File: src/rtl/adc_input_axil_wr_if.sv
// AXI4-Lite write-channel bundle (AW, W, B) for the adc_input register file.
interface adc_input_axil_wr_if;
  logic [31:0] AWADDR;
  logic        AWVALID;
  logic        AWREADY;
  logic [31:0] WDATA;
  logic [3:0]  WSTRB;
  logic        WVALID;
  logic        WREADY;
  logic [1:0]  BRESP;
  logic        BVALID;
  logic        BREADY;

  modport slave (
    input  AWADDR, AWVALID, WDATA, WSTRB, WVALID, BREADY,
    output AWREADY, WREADY, BRESP, BVALID
  );

  modport master (
    output AWADDR, AWVALID, WDATA, WSTRB, WVALID, BREADY,
    input  AWREADY, WREADY, BRESP, BVALID
  );
endinterface

File: src/rtl/adc_input_axil_wr.sv
// AXI4-Lite write slave for the adc_input register file: held config words plus
// self-clearing command pulse bits in register 0.
//
// state   | meaning
// S_IDLE  | collecting AW and W independently; ready = !held
// S_WRITE | one cycle: decode held address, apply strobes, fire pulse/wr_stb
// S_RESP  | BVALID high, waiting for BREADY
module adc_input_axil_wr #(
  parameter logic [31:0] C_BASEADDR   = 32'h0000_0000,
  parameter int          C_NUM_REGS   = 4,
  parameter logic [31:0] C_PULSE_MASK = 32'h0000_0001
) (
  input  logic                      ACLK,
  input  logic                      ARESETN,
  adc_input_axil_wr_if.slave        bus,
  output logic [32*C_NUM_REGS-1:0]  regs_o,
  output logic [31:0]               pulse_o,
  output logic [C_NUM_REGS-1:0]     wr_stb_o
);

  typedef enum logic [1:0] {S_IDLE, S_WRITE, S_RESP} state_t;

  localparam logic [31:0] C_WIN = 32'(C_NUM_REGS * 4);

  state_t                state_q, state_d;
  logic                  aw_held_q, aw_held_d;
  logic                  w_held_q, w_held_d;
  logic                  awready_q, awready_d;
  logic                  wready_q, wready_d;
  logic [31:0]           awaddr_q, awaddr_d;
  logic [31:0]           wdata_q, wdata_d;
  logic [3:0]            wstrb_q, wstrb_d;
  logic                  bvalid_q, bvalid_d;
  logic [1:0]            bresp_q, bresp_d;
  logic [31:0]           pulse_q, pulse_d;
  logic [C_NUM_REGS-1:0] wr_stb_q, wr_stb_d;
  logic [31:0]           regs_q [C_NUM_REGS];
  logic [31:0]           regs_d [C_NUM_REGS];

  logic                  aw_hs, w_hs, hit;
  logic [31:0]           off, bmask;

  assign aw_hs = awready_q & bus.AWVALID;
  assign w_hs  = wready_q & bus.WVALID;
  assign off   = awaddr_q - C_BASEADDR;
  // Full-offset window compare is equivalent to idx < C_NUM_REGS with off[1:0] ignored.
  assign hit   = (awaddr_q >= C_BASEADDR) && (off < C_WIN);
  assign bmask = {{8{wstrb_q[3]}}, {8{wstrb_q[2]}}, {8{wstrb_q[1]}}, {8{wstrb_q[0]}}};

  always_comb begin
    state_d   = state_q;
    aw_held_d = aw_held_q;
    w_held_d  = w_held_q;
    awready_d = awready_q;
    wready_d  = wready_q;
    awaddr_d  = awaddr_q;
    wdata_d   = wdata_q;
    wstrb_d   = wstrb_q;
    bvalid_d  = bvalid_q;
    bresp_d   = bresp_q;
    regs_d    = regs_q;
    pulse_d   = '0;
    wr_stb_d  = '0;
    case (state_q)
      S_IDLE: begin
        if (aw_hs) begin
          awaddr_d  = bus.AWADDR;
          aw_held_d = 1'b1;
        end
        if (w_hs) begin
          wdata_d  = bus.WDATA;
          wstrb_d  = bus.WSTRB;
          w_held_d = 1'b1;
        end
        if (aw_held_d && w_held_d) begin
          state_d   = S_WRITE;
          awready_d = 1'b0;
          wready_d  = 1'b0;
        end else begin
          awready_d = !aw_held_d;
          wready_d  = !w_held_d;
        end
      end
      S_WRITE: begin
        state_d  = S_RESP;
        bvalid_d = 1'b1;
        bresp_d  = hit ? 2'b00 : 2'b10;
        for (int i = 0; i < C_NUM_REGS; i++) begin
          if (hit && off[31:2] == 30'(i)) begin
            regs_d[i]   = (regs_q[i] & ~bmask) | (wdata_q & bmask);
            wr_stb_d[i] = 1'b1;
          end
        end
        if (hit && off[31:2] == 30'd0)
          pulse_d = wdata_q & bmask & C_PULSE_MASK;
        regs_d[0] = regs_d[0] & ~C_PULSE_MASK;
      end
      S_RESP: begin
        if (bus.BREADY) begin
          state_d   = S_IDLE;
          bvalid_d  = 1'b0;
          aw_held_d = 1'b0;
          w_held_d  = 1'b0;
          awready_d = 1'b1;
          wready_d  = 1'b1;
        end
      end
      default: state_d = S_IDLE;
    endcase
  end

  always_ff @(posedge ACLK or negedge ARESETN) begin
    if (!ARESETN) begin
      state_q   <= S_IDLE;
      aw_held_q <= 1'b0;
      w_held_q  <= 1'b0;
      awready_q <= 1'b1;
      wready_q  <= 1'b1;
      awaddr_q  <= '0;
      wdata_q   <= '0;
      wstrb_q   <= '0;
      bvalid_q  <= 1'b0;
      bresp_q   <= 2'b00;
      pulse_q   <= '0;
      wr_stb_q  <= '0;
      for (int i = 0; i < C_NUM_REGS; i++) regs_q[i] <= '0;
    end else begin
      state_q   <= state_d;
      aw_held_q <= aw_held_d;
      w_held_q  <= w_held_d;
      awready_q <= awready_d;
      wready_q  <= wready_d;
      awaddr_q  <= awaddr_d;
      wdata_q   <= wdata_d;
      wstrb_q   <= wstrb_d;
      bvalid_q  <= bvalid_d;
      bresp_q   <= bresp_d;
      pulse_q   <= pulse_d;
      wr_stb_q  <= wr_stb_d;
      regs_q    <= regs_d;
    end
  end

  assign bus.AWREADY = awready_q;
  assign bus.WREADY  = wready_q;
  assign bus.BVALID  = bvalid_q;
  assign bus.BRESP   = bresp_q;
  assign pulse_o     = pulse_q;
  assign wr_stb_o    = wr_stb_q;

  for (genvar g = 0; g < C_NUM_REGS; g++) begin : g_regs
    assign regs_o[32*g +: 32] = regs_q[g];
  end

endmodule

File: src/flat_wrapper.sv
// flat-port wrapper written by rule: the top's interface ports become plain ports
module adc_input_axil_wr_flat 
#(
  parameter logic [31:0] C_BASEADDR   = 32'h0000_0000,
  parameter int          C_NUM_REGS   = 4,
  parameter logic [31:0] C_PULSE_MASK = 32'h0000_0001
)
  (ACLK, ARESETN, regs_o, pulse_o, wr_stb_o, bus_AWADDR, bus_AWVALID, bus_WDATA, bus_WSTRB, bus_WVALID, bus_BREADY, bus_AWREADY, bus_WREADY, bus_BRESP, bus_BVALID);
  adc_input_axil_wr_if bus_i ();
  input  logic ACLK;
  input  logic ARESETN;
  output logic [32*C_NUM_REGS-1:0] regs_o;
  output logic [31:0] pulse_o;
  output logic [C_NUM_REGS-1:0] wr_stb_o;
  input wire logic [$bits(bus_i.AWADDR)-1:0] bus_AWADDR;
  input wire logic [$bits(bus_i.AWVALID)-1:0] bus_AWVALID;
  input wire logic [$bits(bus_i.WDATA)-1:0] bus_WDATA;
  input wire logic [$bits(bus_i.WSTRB)-1:0] bus_WSTRB;
  input wire logic [$bits(bus_i.WVALID)-1:0] bus_WVALID;
  input wire logic [$bits(bus_i.BREADY)-1:0] bus_BREADY;
  output wire logic [$bits(bus_i.AWREADY)-1:0] bus_AWREADY;
  output wire logic [$bits(bus_i.WREADY)-1:0] bus_WREADY;
  output wire logic [$bits(bus_i.BRESP)-1:0] bus_BRESP;
  output wire logic [$bits(bus_i.BVALID)-1:0] bus_BVALID;
  assign bus_i.AWADDR = bus_AWADDR;
  assign bus_i.AWVALID = bus_AWVALID;
  assign bus_i.WDATA = bus_WDATA;
  assign bus_i.WSTRB = bus_WSTRB;
  assign bus_i.WVALID = bus_WVALID;
  assign bus_i.BREADY = bus_BREADY;
  assign bus_AWREADY = bus_i.AWREADY;
  assign bus_WREADY = bus_i.WREADY;
  assign bus_BRESP = bus_i.BRESP;
  assign bus_BVALID = bus_i.BVALID;
  adc_input_axil_wr #(.C_BASEADDR(C_BASEADDR), .C_NUM_REGS(C_NUM_REGS), .C_PULSE_MASK(C_PULSE_MASK)) u_core (.ACLK(ACLK), .ARESETN(ARESETN), .bus(bus_i), .regs_o(regs_o), .pulse_o(pulse_o), .wr_stb_o(wr_stb_o));
endmodule
File: config.mk
export PLATFORM = sky130hd
export DESIGN_NAME = adc_input_axil_wr_flat
export DESIGN_NICKNAME = d
export VERILOG_FILES = /design/src/rtl/adc_input_axil_wr_if.sv /design/src/rtl/adc_input_axil_wr.sv /design/src/flat_wrapper.sv
export SDC_FILE = /design/constraint.sdc
export NUM_CORES = 1
export LEC_CHECK = 0
export BUFFER_PORTS_ARGS = -buffer_cell sky130_fd_sc_hd__buf_2
export CORE_UTILIZATION = 47
export CTS_CLUSTER_SIZE = 28
export DETAILED_ROUTE_END_ITERATION = 16
export MAX_ROUTING_LAYER = met4
export PLACE_DENSITY = 0.8
export SETUP_SLACK_MARGIN = 0.1
export SLEW_MARGIN = 10
export SYNTH_ARGS = -nofsm -noshare
export SYNTH_HDL_FRONTEND = slang
export SYNTH_SLANG_ARGS = --single-unit
File: constraint.sdc
create_clock -name ACLK -period 2.4 [get_ports ACLK]
set_clock_uncertainty 0.2 [all_clocks]
set_input_delay 0.12 -clock ACLK [delete_from_list [all_inputs] [get_ports ACLK]]
set_output_delay 0.12 -clock ACLK [all_outputs]
set_load 0.01 [all_outputs]
==> out/results.txt <==
Final setup viols -> 0
DPL Wire Length -> 12.9 mm
Via density -> 4.94
Outcome -> complete, no violations
Filler Cell Count -> 1,203
Final Hold Viols -> 0
Core area -> 18,000 um2
Nature of the critical path endpoint -> flop
Sequential share of the synthesized area -> 0.598
# rows -> 49
Final Wtd Congestion -> 0.768
Antenna violations before repair -> 0
Period utilization -> 0.984
First-pass GRT wire length -> 30.9 mm
Top FF cell, synth -> dfrtp_1
Detail Route Antenna Nets -> 0
Max VDD drop -> 0.697 mV
Global routing usage on met1 -> 0.266
Busiest grt layer -> met2
Worst Setup Path Type -> flop to flop
H-tree depth -> 1
Share of cells above drive strength 1 -> 0.586
WP data required -> 2.58 ns
Critical Path, Cell by Cell -> nor4_4, nand4_2, buf_6, clkbuf_16, nor4_4, buf_12, mux2_4
Total congestion overflow -> 0
Met2 Resource Use GR -> 0.380
IO buf count -> 206
DR DRC count -> 0
Max Buffers Root-to-Sink -> 3
Cell area after placement -> 10,200 um2
NumNets Final -> 928
Register area -> 5160 um2
CTS tree -> built
Die Footprint -> 18,900 um2
Initial DRC Count -> 201
CP startpoint kind -> flop
Vias in the first global route -> 5,655
Unrepaired setup endpoints after global routing -> true
Via Count -> 5,425
Clk slew on worst S/H paths -> 0.06 ns
Crit path DAT -> 2.54 ns
Per-cell routed wire length -> 19.1 um
Largest net degree at the start of global routing -> 89
Hold Path Class -> input port to async pin
Worst path slowest cell -> dfrtp_1
Worst-margin pin slew -> 0.916 ns
Worst-skew pair later-pin latency -> 0.50 ns
# IOs -> 242
Die Y -> 137 um
Initial core utilization -> 0.480
Max-slew violation count -> 0
Number of synthesized flops with an enable pin -> 0
Max_slew headroom -> 0.387
Num CTS Buffers -> 22
WP buf/inv -> 3
LEAKAGE -> 6.24 nW
Clock Root Buffer -> clkbuf_16
Synth warn -> 0
Peak Freq -> 424 MHz
# diodes -> 0
Period minus WS final -> 2.36 ns
Die W -> 137 um
Largest delay contributor family on the critical path -> simple AND/OR/NAND/NOR gates
Netlist cell types -> 28
Most frequent CP cell -> nor4_4
Global Route Usage Sum -> 0.221
# Max-Cap Violations -> 0
Syn-to-layout area delta -> 40.4%
Drt pass-1 iters -> 4
Total negative slack -> 0 ns
Design area -> 12,100 um2
CP max FO -> 8
GR Layer Usage met3 -> 0.0350
Flop-to-flop setup slack -> 0.04 ns
Synth Register Bits -> 206
Avg Cell Area, Syn -> 16.6 um2
Asr flop ratio synth -> 1.00
Multi-input combinational cell area -> 3510 um2
Clock sink count -> 206
Mapped Area -> 8620 um2
P per Cell Area -> 861 nW/um2
Max incr delay on CP -> 0.41 ns
Final WL -> 21.0 mm
Synth Instances -> 521
## final timing paths
| check | start | endpoint | cells after the start |
|---|---|---|---|
| max in group asynchronous | ARESETN | async pin | 3 |
| worst min register to register | flop | flop | 1 |
| worst max register to register | u_core.awaddr_q[9] | flop | 7 |
| worst min-delay path | ARESETN | async pin | 3 |
| worst max-delay path | u_core.awaddr_q[9] | flop | 7 |
| min in group ACLK | bus_WDATA[27] | u_core.wdata_q[27] | 3 |
## placed cells by master, fill, tap and decap left out, types with 11 or more instances in the layout
master | Yosys | final
buf_4 | 34 | 20
dfrtp_1 | 204 | 204
mux2_4 | 80 | 127
dlygate4sd3_1 | 0 | 72
nand2_1 | 11 | 11
nor4_4 | 15 | 16
clkbuf_16 | 0 | 25
buf_12 | 0 | 11
conb_1 | 1 | 33
mux2_2 | 66 | 66
buf_2 | 0 | 205
nor2_1 | 11 | 11
buf_6 | 1 | 12
## per-layer routing
metal	vias to the layer above	routed length, um
li1	2469	-
met1	2764	8920
met2	160	10900
met3	32	795
met4	0	399
met5	-	0
## cells by family after synthesis
group	after synthesis	share of synthesized area
AOI/OAI and AO/OA	8	0.00551
buffers and inverters	46	0.0357
DFF	206	0.598
muxes	193	0.287
other	1	0.000435
and+or+nand+nor	67	0.0736
## cell type report
type,count,area share
multi-input combinational,301,0.290
timing repair buffer,324,0.194
sequential,206,0.426
clock inverter,8,0.0136
tap,229,0.0237
clock buffer,30,0.0530
## where the power goes
group | internal, W | switching (W)
registers | 0.00412 | 0.000726
logic | 0.00102 | 0.000818
clock network | 0.00240 | 0.00135
## worst reg2reg max path, delay by kind of cell, from the launching register on
family	cells	cell delay, ns
buffers and inverters	3	0.52
flip-flops	1	0.41
multiplexers	1	0.31
AND/OR/NAND/NOR	3	0.81
## synthesized netlist by cell type, drive strengths merged, types with 2 or more instances
master / number / area, um2
a21oi: 3 / 15.0
nand4: 2 / 18.8
nor2: 11 / 41.3
nand3: 3 / 20.0
dfrtp: 204 / 5100
nand2: 11 / 41.3
nor3: 9 / 65.1
o21ai: 3 / 15.0
dfstp: 2 / 52.6
clkbuf: 11 / 41.3
nor2b: 2 / 12.5
or4: 3 / 22.5
mux2: 193 / 2470
buf: 35 / 267
nand2b: 5 / 31.3
nor4: 20 / 375
## stage by stage
stage | cells | hold slack, ns | total power [W] | setup slack [ns] | utilization
after CTS | 1094 | 0.0229 | 0.0104 | 0.0703 | 0.659
after global routing | 1098 | 0.0418 | 0.0109 | -0.0331 | 0.674
after global placement | 979 | -0.201 | 0.00640 | 0.0888 | 0.569
after detailed placement | 979 | -0.198 | 0.00650 | 0.0436 | 0.569
after floorplan | 553 | -0.376 | 0.00593 | -0.00192 | -
final | 1098 | 0.0236 | 0.0104 | 0.0393 | 0.674
## repair_timing
item                                   4_1_cts  5_1_grt
endpoints found under the hold margin      279        0
cloned                                       1        2
resized for setup                            5       57
setup endpoints to repair                   44      127
hold buffers                                72        0
setup buffers                                4        2
pin swaps                                    4       13
No activity file was read; power rests on OpenSTA's default activity.
